===== config.mk =====
export PLATFORM = sky130hd
export DESIGN_NAME = stream_muxn
export DESIGN_NICKNAME = d
export VERILOG_FILES = /design/src/rtl/stream_muxn.sv
export SDC_FILE = /design/constraint.sdc
export NUM_CORES = 1
export LEC_CHECK = 0
export ABC_CLOCK_PERIOD_IN_PS = 1900
export BUFFER_PORTS_ARGS = -buffer_cell sky130_fd_sc_hd__buf_2
export CORE_MARGIN = 2
export CORE_UTILIZATION = 45
export CTS_CLUSTER_DIAMETER = 120
export DETAILED_ROUTE_END_ITERATION = 7
export PLACE_DENSITY = 0.85
export SLEW_MARGIN = 10
export SYNTH_ARGS = -nofsm -noshare
export SYNTH_HDL_FRONTEND = slang
export SYNTH_SLANG_ARGS = --single-unit

===== constraint.sdc =====
create_clock -name clk -period 1.9 [get_ports clk]
set_input_delay 0.19 -clock clk [delete_from_list [all_inputs] [get_ports clk]]
set_output_delay 0.19 -clock clk [all_outputs]
set_load 0.01 [all_outputs]

===== src/rtl/stream_muxn.sv =====
// N-to-1 valid/ready stream multiplexer with a registered output stage.
// Define STREAM_MUXN_RR_EN for round-robin arbitration; otherwise lowest index wins.
module stream_muxn #(
  parameter int unsigned WIDTH = 8,
  parameter int unsigned N     = 4,
  localparam int unsigned CW   = $clog2(N)
) (
  input  logic               clk,
  input  logic               reset_n,
  input  logic [N-1:0]       in_valid,
  input  logic [N*WIDTH-1:0] in_data,
  output logic [N-1:0]       in_ready,
  output logic               out_valid,
  output logic [WIDTH-1:0]   out_data,
  output logic [CW-1:0]      out_chan,
  input  logic               out_ready
);

  logic             out_valid_q, out_valid_d;
  logic [WIDTH-1:0] out_data_q, out_data_d;
  logic [CW-1:0]    out_chan_q, out_chan_d;

  logic             load;
  logic             grant_vld;
  logic [CW-1:0]    grant_idx;
  logic [WIDTH-1:0] sel_data;
  logic             xfer_in;

  assign load = !out_valid_q || out_ready;

`ifdef STREAM_MUXN_RR_EN
  localparam logic [CW:0] NumCh = (CW+1)'(N);

  logic [CW-1:0] ptr_q, ptr_d;
  logic [CW:0]   scan_idx;

  // Scan starts at the pointer and wraps from N-1 back to 0.
  always_comb begin
    grant_vld = 1'b0;
    grant_idx = '0;
    scan_idx  = '0;
    for (int unsigned k = 0; k < N; k++) begin
      scan_idx = {1'b0, ptr_q} + (CW+1)'(k);
      if (scan_idx >= NumCh) scan_idx = scan_idx - NumCh;
      if (!grant_vld && in_valid[scan_idx[CW-1:0]]) begin
        grant_vld = 1'b1;
        grant_idx = scan_idx[CW-1:0];
      end
    end
  end

  always_comb begin
    ptr_d = ptr_q;
    if (xfer_in) ptr_d = (grant_idx == CW'(N - 1)) ? '0 : grant_idx + CW'(1);
  end

  always_ff @(posedge clk or negedge reset_n) begin
    if (!reset_n) ptr_q <= '0;
    else          ptr_q <= ptr_d;
  end
`else
  always_comb begin
    grant_vld = 1'b0;
    grant_idx = '0;
    for (int unsigned k = 0; k < N; k++) begin
      if (!grant_vld && in_valid[k]) begin
        grant_vld = 1'b1;
        grant_idx = CW'(k);
      end
    end
  end
`endif

  // Gating with reset_n keeps every in_ready low while reset is held.
  always_comb begin
    in_ready = '0;
    sel_data = '0;
    for (int unsigned i = 0; i < N; i++) begin
      in_ready[i] = reset_n && load && grant_vld && (grant_idx == CW'(i));
      if (grant_idx == CW'(i)) sel_data = in_data[i*WIDTH +: WIDTH];
    end
  end

  assign xfer_in = |in_ready;

  always_comb begin
    out_valid_d = out_valid_q;
    out_data_d  = out_data_q;
    out_chan_d  = out_chan_q;
    if (load) begin
      if (xfer_in) begin
        out_valid_d = 1'b1;
        out_data_d  = sel_data;
        out_chan_d  = grant_idx;
      end else begin
        out_valid_d = 1'b0;
      end
    end
  end

  always_ff @(posedge clk or negedge reset_n) begin
    if (!reset_n) begin
      out_valid_q <= 1'b0;
      out_data_q  <= '0;
      out_chan_q  <= '0;
    end else begin
      out_valid_q <= out_valid_d;
      out_data_q  <= out_data_d;
      out_chan_q  <= out_chan_d;
    end
  end

  assign out_valid = out_valid_q;
  assign out_data  = out_data_q;
  assign out_chan  = out_chan_q;

endmodule


# Yosys cells after proc, flatten, opt, wreduce, memory -nomap -nowiden
# Index checks and enable logic that the tools add are counted.
# Widths: inputs -> output; s select.
totals:
  elab_cells: 35
  register_bits: 11
  mem_bits_ro: 0
  latch_bits: 0
  n_memories: 0
  mem_bits_rw: 0
  out_inout_bits: 15
op_classes:
  addsub: 0
  order_cmp: 0
  n_eq_ne: 3
  shift: 0
  div_mod_pow: 0
  n_mux: 12
  reduce_logical: 17
  multipliers: 0
  bitwise: 0
ops:
  columns: ["op", "count"]
  rows:
  - ["$mux 8", 4]
  - ["$logic_and 1x1->1", 9]
  - ["$mux 1", 6]
  - ["$eq 2x2->1 const B", 2]
  - ["$logic_not 1->1", 4]
  - ["$mux 2", 2]
  - ["$reduce_or 4->1", 1]
  - ["$eq 2x1->1 const B", 1]
  - ["$logic_not 2->1", 1]
  - ["$reduce_and 2->1", 1]
  - ["$logic_or 1x1->1", 1]

# Logic depth before layout (Yosys ltp)
# Gate-level depths: netlist of run 1.
depth:
  depth_word: 15
  ltp_mapped: 6
  depth_no_buf: 4

# Worst setup path after synthesis of run 1
# OpenSTA, ideal clock, no wires.
synth_path:
  kind: "input port to flip-flop"
  from: "input port in_valid[0]"
  to: "register out_chan_q[1] (netlist: out_chan[1])"
  arrival_ps: 1245
  required_ps: 1779
  path_stages: 5
  setup_slack_ps: 534
  path_buffers: 2
  setup_ps: 121
  cell_sequence: "buf_6 > or4_4 > and3_4 > buf_6 > o22a_1"
synth_between:
  elab_chain_len: 14
  word_cells_on_any_way: 24
  classes_between: "eq/ne (3); mux (7); reduce/logical (14)"
synth_lines:
  columns: ["element", "line", "rtl"]
  rows:
  - ["start: declaration", "10", "input logic [N-1:0] in_valid,"]
  - ["$mux 1 *", "66", "if (!grant_vld && in_valid[k]) begin"]
  - ["$logic_not 1->1", "66", null]
  - ["$logic_and 1x1->1", "66", null]
  - ["$mux 1", "66", null]
  - ["$logic_not 1->1", "66", null]
  - ["$logic_and 1x1->1", "66", null]
  - ["$mux 1", "66", null]
  - ["$logic_not 1->1", "66", null]
  - ["$logic_and 1x1->1", "66", null]
  - ["$mux 2 or $mux 1 (tied branches)", "66", null]
  - ["$eq 2x1->1, or another cell as far along", "79", "in_ready[i] = reset_n && load && grant_vld && (grant_idx == CW'(i));"]
  - ["$logic_and 1x1->1", "79", null]
  - ["$reduce_or 4->1", "84", "assign xfer_in = |in_ready;"]
  - ["$reduce_and 2->1 (no line)", null, null]
  - ["end signal: assignment", "109", "out_chan_q <= out_chan_d;"]
  - ["end: declaration", "21", "logic [CW-1:0] out_chan_q, out_chan_d;"]
# Mark *: on every way between the ends. The rest lies on a longest branch, timed or not.
# A chain may end at the register's enable or synchronous reset.

# Worst setup path in the final report of run 1
layout_path:
  from: "input port reset_n"
  to: "output port in_ready[2]"
layout_between:
  elab_chain_len: 3
layout_lines:
  columns: ["element", "line", "rtl"]
  rows:
  - ["start: declaration", "9", "input logic reset_n,"]
  - ["$logic_and 1x1->1 (3 in series)", "79", null]
  - ["end: declaration", "12", "output logic [N-1:0] in_ready,"]
# No other way between the ends.

==> results.toml, run 1 <==
[status]
status = "finished, final reports clean"

[place]
io_buffers = 53
dp_hpwl_um = 2030
gp_congestion = 0.848

[floorplanning]
core_area_um2 = 1760
dieArea_um2 = 2290
die_y_um = 47.9
io_pins = 54
start_util = 0.491
die-width_um = 47.9
rows = 15

[timing]
holdWs_ns = 0.219
skew_ns = 0.00760
rsz0062_at_grt = "no"
period_minus_slack_ns = 1.61
setup_tns_ns = 0
max_freq_mhz = 621
setup_viol = 0
hold_violations = 0
worstMarginPinSlew_ns = 0.475
slew_viol_final = 0
min_period_over_period = 0.848
slew_headroom = 0.682

[worst_setup_path]
cp-start-kind = "primary input"
worstSetupStartpoint = "reset_n"
worst-setup-path-type = "primary input to output port"
crit_required_ns = 1.71
worstSetupEndpointType = "output port"
critPathMaxFanout = 9
r2r-start = "out_valid$_DFFE_PN0N_"
crit_arrival_ns = 1.42

[clock_network]
postCtsSetupBuffers = 0
clkSinkCount = 11
cts_max_level = 1
tritoncts = "done"
clk_latency_ns = 0.27
cts_buffers = 3
root_buffer = "clkbuf_4"
clockBufferDepth = 2
clkTransAtPathRegs_ns = 0.07

[power]
power_density_nw_per_um2 = 605
total_leakage_power_nw = 0.586
peakVddDrop_mv = 0.510

[job]
max-cap-violations = 0

[global_route]
track_usage = 0.244
grt_pass1_vias = 933
grt_max_degree = 17
antenna_found_initial = 0
grt_pass1_wl_um = 3930
grt_overflow = 0

[synth]
ys_warn_count = 0
netlist_area_um2 = 866
seq_area_frac_synth = 0.318
synth-seq-cells = 11
synth_nets = 153
synth_cell_type_count = 23
syn_inst = 114
syn_area_per_cell_um2 = 7.60

[final_layout]
fillers = 176
layout.area.seq_um2 = 275
nets = 208
syn_to_final_growth_pct = 36.3
antennaDiodeCount = 0
drive_gt1_frac = 0.375
most-common-layout-cells = "53 x buf_2, 25 x a21oi_1, 14 x o21ai_0"
multiInputGateArea_um2 = 546
layout.cells.most_common = "buf_2"

[route]
wl_per_cell_um = 13.7
drcViolationCount = 0
totalWireLength_um = 2640
vias = 1082
vias_per_cell = 5.61
ant_nets = 0
drt_iter0_drc = 52
drtPass1Iterations = 4

[hold_path]
hold_start = "in_data[25]"
hp-class = "primary input to flop"
[critical path, cell delays in order]
cell,delay [ns]
dlygate4sd3_1,0.53
buf_2,0.20
and2_1,0.21
and3_1,0.17
buf_2,0.13
[layout make-up]
| type | instances | area share |
|---|---|---|
| inverter | 1 | 0.00318 |
| clock buffer | 4 | 0.0223 |
| multi-input combinational | 95 | 0.462 |
| tap | 25 | 0.0265 |
| timing repair buffer | 57 | 0.252 |
| sequential | 11 | 0.233 |
[through the flow]
stage           util  cell area, um^2  std cells  power, W  worst slack (ns)
2_1_floorplan      -              866        114  0.000439             0.534
3_3_place_gp   0.648             1140        188  0.000543             0.432
3_5_place_dp   0.648             1140        188  0.000552             0.389
4_1_cts        0.669             1180        193  0.000714             0.294
5_1_grt        0.669             1180        193  0.000766             0.218
6_report       0.669             1180        193  0.000714             0.289
[report_power, final]
group	leakage (nW)	switching, W	internal [W]
registers	0.124	0.0000205	0.000273
logic	0.446	0.000135	0.000121
clock network	0.0150	0.0000832	0.0000810
[worst paths after layout]
check	end	slack [ns]	cells past startpoint
worst max-delay path	in_ready[2]	0.29	5
worst min-delay path	out_data[1]$_DFFE_PN0P_	0.22	3
worst max register to register	out_data[3]$_DFFE_PN0P_	0.62	4
worst min register to register	out_chan[1]$_DFFE_PN0P_	0.50	1
max in group asynchronous	out_data[3]$_DFFE_PN0P_	1.24	3
min in group asynchronous	out_data[2]$_DFFE_PN0P_	0.30	2
[layer usage]
layer,wire length (um),vias to the layer above,share of wire,global-route usage
li1,-,513,-,-
met1,1080,492,0.41,0.291
met2,1250,69,0.47,0.429
met3,247,8,0.094,0.0491
met4,62,0,0.023,0.0865
met5,0,-,0,0
[flip-flops by register name (all words and copies together) (netlist names)]
signal and count:
out_valid 1, out_chan 2, out_data 8
[cells in the mapped netlist, drive strengths merged]
library cell	n	area [um^2]
o31ai	1	7.51
or2b	1	7.51
dfrtp	11	275
and2b	1	7.51
o21ai	14	70.1
nor3b	1	7.51
buf	2	22.5
and3	4	30.0
and2	1	6.26
nor2	12	45.0
a21oi	25	125
clkbuf	5	18.8
o22a	1	8.76
inv	1	3.75
nand2	7	26.3
o221a	1	11.3
nand2b	8	50.1
a22o	7	61.3
nor4b	1	15.0
nand3	1	5.00
nor2b	8	50.1
or4	1	11.3
[cell families (layout without fill, tap and decap cells)]
kind of cell,after synthesis,after routing,synth area share
AOI/OAI and AO/OA,49,49,0.328
buffers and inverters,8,62,0.0520
DFF,11,11,0.318
and+or+nand+nor,46,46,0.302
[what timing repair did]
action,CTS,global route
hold endpoints to repair,11,0
resized for setup,0,0
hold buffers,1,0
(Power assumes the default switching activity.)
==> run 2, diff against run 1 <==
--- a/config.mk
+++ b/config.mk
@@ -5,13 +5,14 @@
 export SDC_FILE = /design/constraint.sdc
 export NUM_CORES = 1
 export LEC_CHECK = 0
-export ABC_CLOCK_PERIOD_IN_PS = 1900
+export ABC_AREA = 1
+export ABC_CLOCK_PERIOD_IN_PS = 1600
 export BUFFER_PORTS_ARGS = -buffer_cell sky130_fd_sc_hd__buf_2
 export CORE_MARGIN = 2
-export CORE_UTILIZATION = 45
+export CORE_UTILIZATION = 41
 export CTS_CLUSTER_DIAMETER = 120
 export DETAILED_ROUTE_END_ITERATION = 7
-export PLACE_DENSITY = 0.85
+export PLACE_DENSITY = 0.79
 export SLEW_MARGIN = 10
 export SYNTH_ARGS = -nofsm -noshare
 export SYNTH_HDL_FRONTEND = slang
==> constraint.sdc (replaced) <==
create_clock -name clk -period 1.6 [get_ports clk]
set_input_delay 0.16 -clock clk [delete_from_list [all_inputs] [get_ports clk]]
set_output_delay 0.16 -clock clk [all_outputs]
set_load 0.01 [all_outputs]
==> run 2 against run 1 <==
Critical path type is now flop to output port. Clock-buffer cell count stayed put. Register-to-register slack worse by 0.40 ns. Largest power group unchanged. Final cell count is 15% higher. Clock skew fell by 0.0056 ns. Hold slack got worse by 0.053 ns. Synthesized cell count rose by 18%.
==> results.toml, run 2 <==
[route]
totalWireLength_um = 2320
drtPass1Iterations = 4
vias_per_cell = 4.64
wl_per_cell_um = 10.5
drt_iter0_drc = 17
vias = 1026
drcViolationCount = 0
ant_nets = 0

[power]
combPwrFrac = 0.364
power_frac_seq = 0.411
sw_frac_of_total = 0.338
power.internal_w = 0.000561
p_clk_frac = 0.225
power_density_nw_per_um2 = 703
total_leakage_power_nw = 0.758
peakVddDrop_mv = 0.377
switchingPower_w = 0.000287

[timing]
setup_tns_ns = 0
rsz0062_at_grt = "yes"
slew_viol_final = 0
period_minus_slack_ns = 1.51
hold_violations = 0
worstMarginPinSlew_ns = 0.264
max_freq_mhz = 661
setup_viol = 0
skew_ns = 0.00199
min_period_over_period = 0.946
slew_headroom = 0.823

[clock_network]
tritoncts = "done"
clockBufferDepth = 2
clkTransAtPathRegs_ns = 0.07
cts_buffers = 3
root_buffer = "clkbuf_4"
clk_latency_ns = 0.26
clkSinkCount = 11
cts_max_level = 1

[synth]
yosys-top-cells-count = "35 x nand2_1, 34 x nor2_1, 18 x nand3_1"
synthArstFlopShare = 1.00
syn_area_per_cell_um2 = 6.32
synth_top_family_by_area = "simple AND/OR/NAND/NOR gates"
synthMuxAreaShare = 0
synth_xor_area_frac = 0
yosys.area_share.adder = 0
synth_nets = 173
synth_area_leaders = "dfrtp_1 32%, nand2_1 16%, nor2_1 15%"
synth_edf_count = 0
netlist_area_um2 = 847
yosysTopAreaCellShare = 0.325
synth_cell_type_count = 13
post-synth-top-count-cell = "nand2_1"
synth-simple-area-share = 0.492
synth_compound_area_frac = 0.0901
synthFlopType = "dfrtp_1"
seq_area_frac_synth = 0.325
syn_inst = 134
synth-seq-cells = 11
ys_warn_count = 0
yosys.area.top_type = "dfrtp_1"

[worst_setup_path]
r2r_cells = 6
crit_arrival_ns = 1.35
worstSetupStartpoint = "out_valid$_DFFE_PN0N_"
worst-setup-path-type = "flop to output port"
reg2reg_slack_ns = 0.22
crit_required_ns = 1.44
cp-start-kind = "flop"
critPathTopFamily = "flip-flops"
r2r-start = "out_valid$_DFFE_PN0N_"
crit_chain = "a21boi_4, nand2_4, inv_2, nand2_1, inv_1, buf_2"
r2r_end = "out_data[7]$_DFFE_PN0P_"
cp_slowest_cell = "dfrtp_1"
worst-path-buf-inv = 3
critPathMaxFanout = 9
worstSetupEndpointType = "output port"
slowest_delay_ns = 0.42

[status]
status = "finished, final reports clean"

[final_layout]
syn_to_final_growth_pct = 42.4
most-common-layout-cells = "53 x buf_2, 35 x nand2_1, 34 x nor2_1"
nets = 234
antennaDiodeCount = 0
postLayoutCellArea_um2 = 1210
largest_reg_flops = 8
layout.cells.most_common = "buf_2"
drive_gt1_frac = 0.361

[hold_path]
hp-class = "primary input to flop"
hold_path_depth = 4
hold_start = "out_ready"
whs_endpoint = "out_valid$_DFFE_PN0N_"

[global_route]
grt_pass1_vias = 962
antenna_found_initial = 0
track_usage = 0.205
grt_max_degree = 15
grt_pass1_wl_um = 4020
grt_overflow = 0

[floorplanning]
dieArea_um2 = 2450
rows = 16
core_area_um2 = 1960
io_pins = 54
start_util = 0.432
die-width_um = 49.5
die_y_um = 49.5

[place]
place_area_um2 = 1140
dp_hpwl_um = 1800
gp_congestion = 0.783
io_buffers = 53

[job]
max-cap-violations = 0
[run 2: cell types whose count changed after synthesis, moves of 13 or more]
| cell | before | now |
|---|---|---|
| nand3_1 | 1 | 18 |
| o21ai_0 | 14 | 1 |
| nor2_1 | 12 | 34 |
| inv_1 | 1 | 16 |
| a21oi_1 | 25 | 0 |
| nand2_1 | 7 | 35 |
[run 2: worst min-delay path: cells and delay by family]
family,cells,cell delay (ns)
AND/OR/NAND/NOR,2,0.10
buffers and inverters,2,0.13
[run 2: area by class of cell]
type                            instances  area [um^2]
Multi-Input combinational cell        104          505
Sequential cell                        11          275
Inverter                               18         67.6
Clock buffer                            4         26.3
Timing Repair Buffer                   57          298
Fill cell                             196          756
Tap cell                               27         33.8
[run 2: through the flow]
step | std cells | hold slack (ns) | total power, W | util | setup slack, ns
detailed placement | 214 | 0.109 | 0.000650 | 0.582 | 0.219
floorplan | 134 | -0.136 | 0.000518 | - | 0.396
global route | 221 | 0.200 | 0.000909 | 0.615 | -0.0286
CTS | 221 | 0.165 | 0.000844 | 0.608 | 0.0658
finish | 221 | 0.167 | 0.000848 | 0.615 | 0.0866
global placement | 214 | 0.101 | 0.000644 | 0.582 | 0.284
[run 2: cell families (layout without fill, tap and decap cells)]
logic type / Yosys count / after routing
and+or+nand+nor: 95 / 95
DFF: 11 / 11
AOI/OAI and AO/OA: 9 / 9
buffers and inverters: 19 / 79
[run 2: power groups by stage]
stage / Combinational, W / Sequential, W / Clock [W]
6_report: 0.000309 / 0.000348 / 0.000191
5_1_grt: 0.000349 / 0.000355 / 0.000205
4_1_cts: 0.000307 / 0.000348 / 0.000189
3_5_place_dp: 0.000296 / 0.000354 / 0
3_3_place_gp: 0.000292 / 0.000352 / 0
2_1_floorplan: 0.000140 / 0.000378 / 0
[run 2: routing by layer]
metal  vias to the layer above  wire length, um  global-route usage
li1                        538                -                   -
met2                        34             1150               0.356
met4                         0               21              0.0880
met3                         2              109             0.00909
met5                         -                0                   0
met1                       452             1040               0.265
[run 2: what timing repair did]
action                                  in CTS  in global routing
hold endpoints to repair                    11                  0
hold buffers                                 1                  0
pin swaps                                    1                  0
buffers inserted                             2                  0
resized for setup                            0                  2
endpoints found under the setup margin       4                  3
[run 2: worst max path at each step]
stage	end	slack [ns]	cells after the start
final	in_ready[1]	0.09	6
after global placement	in_ready[1]	0.28	6
after CTS	in_ready[1]	0.07	6
after floorplan	in_ready[1]	0.40	5
after global routing	in_ready[1]	-0.03	6
after detailed placement	in_ready[1]	0.22	6
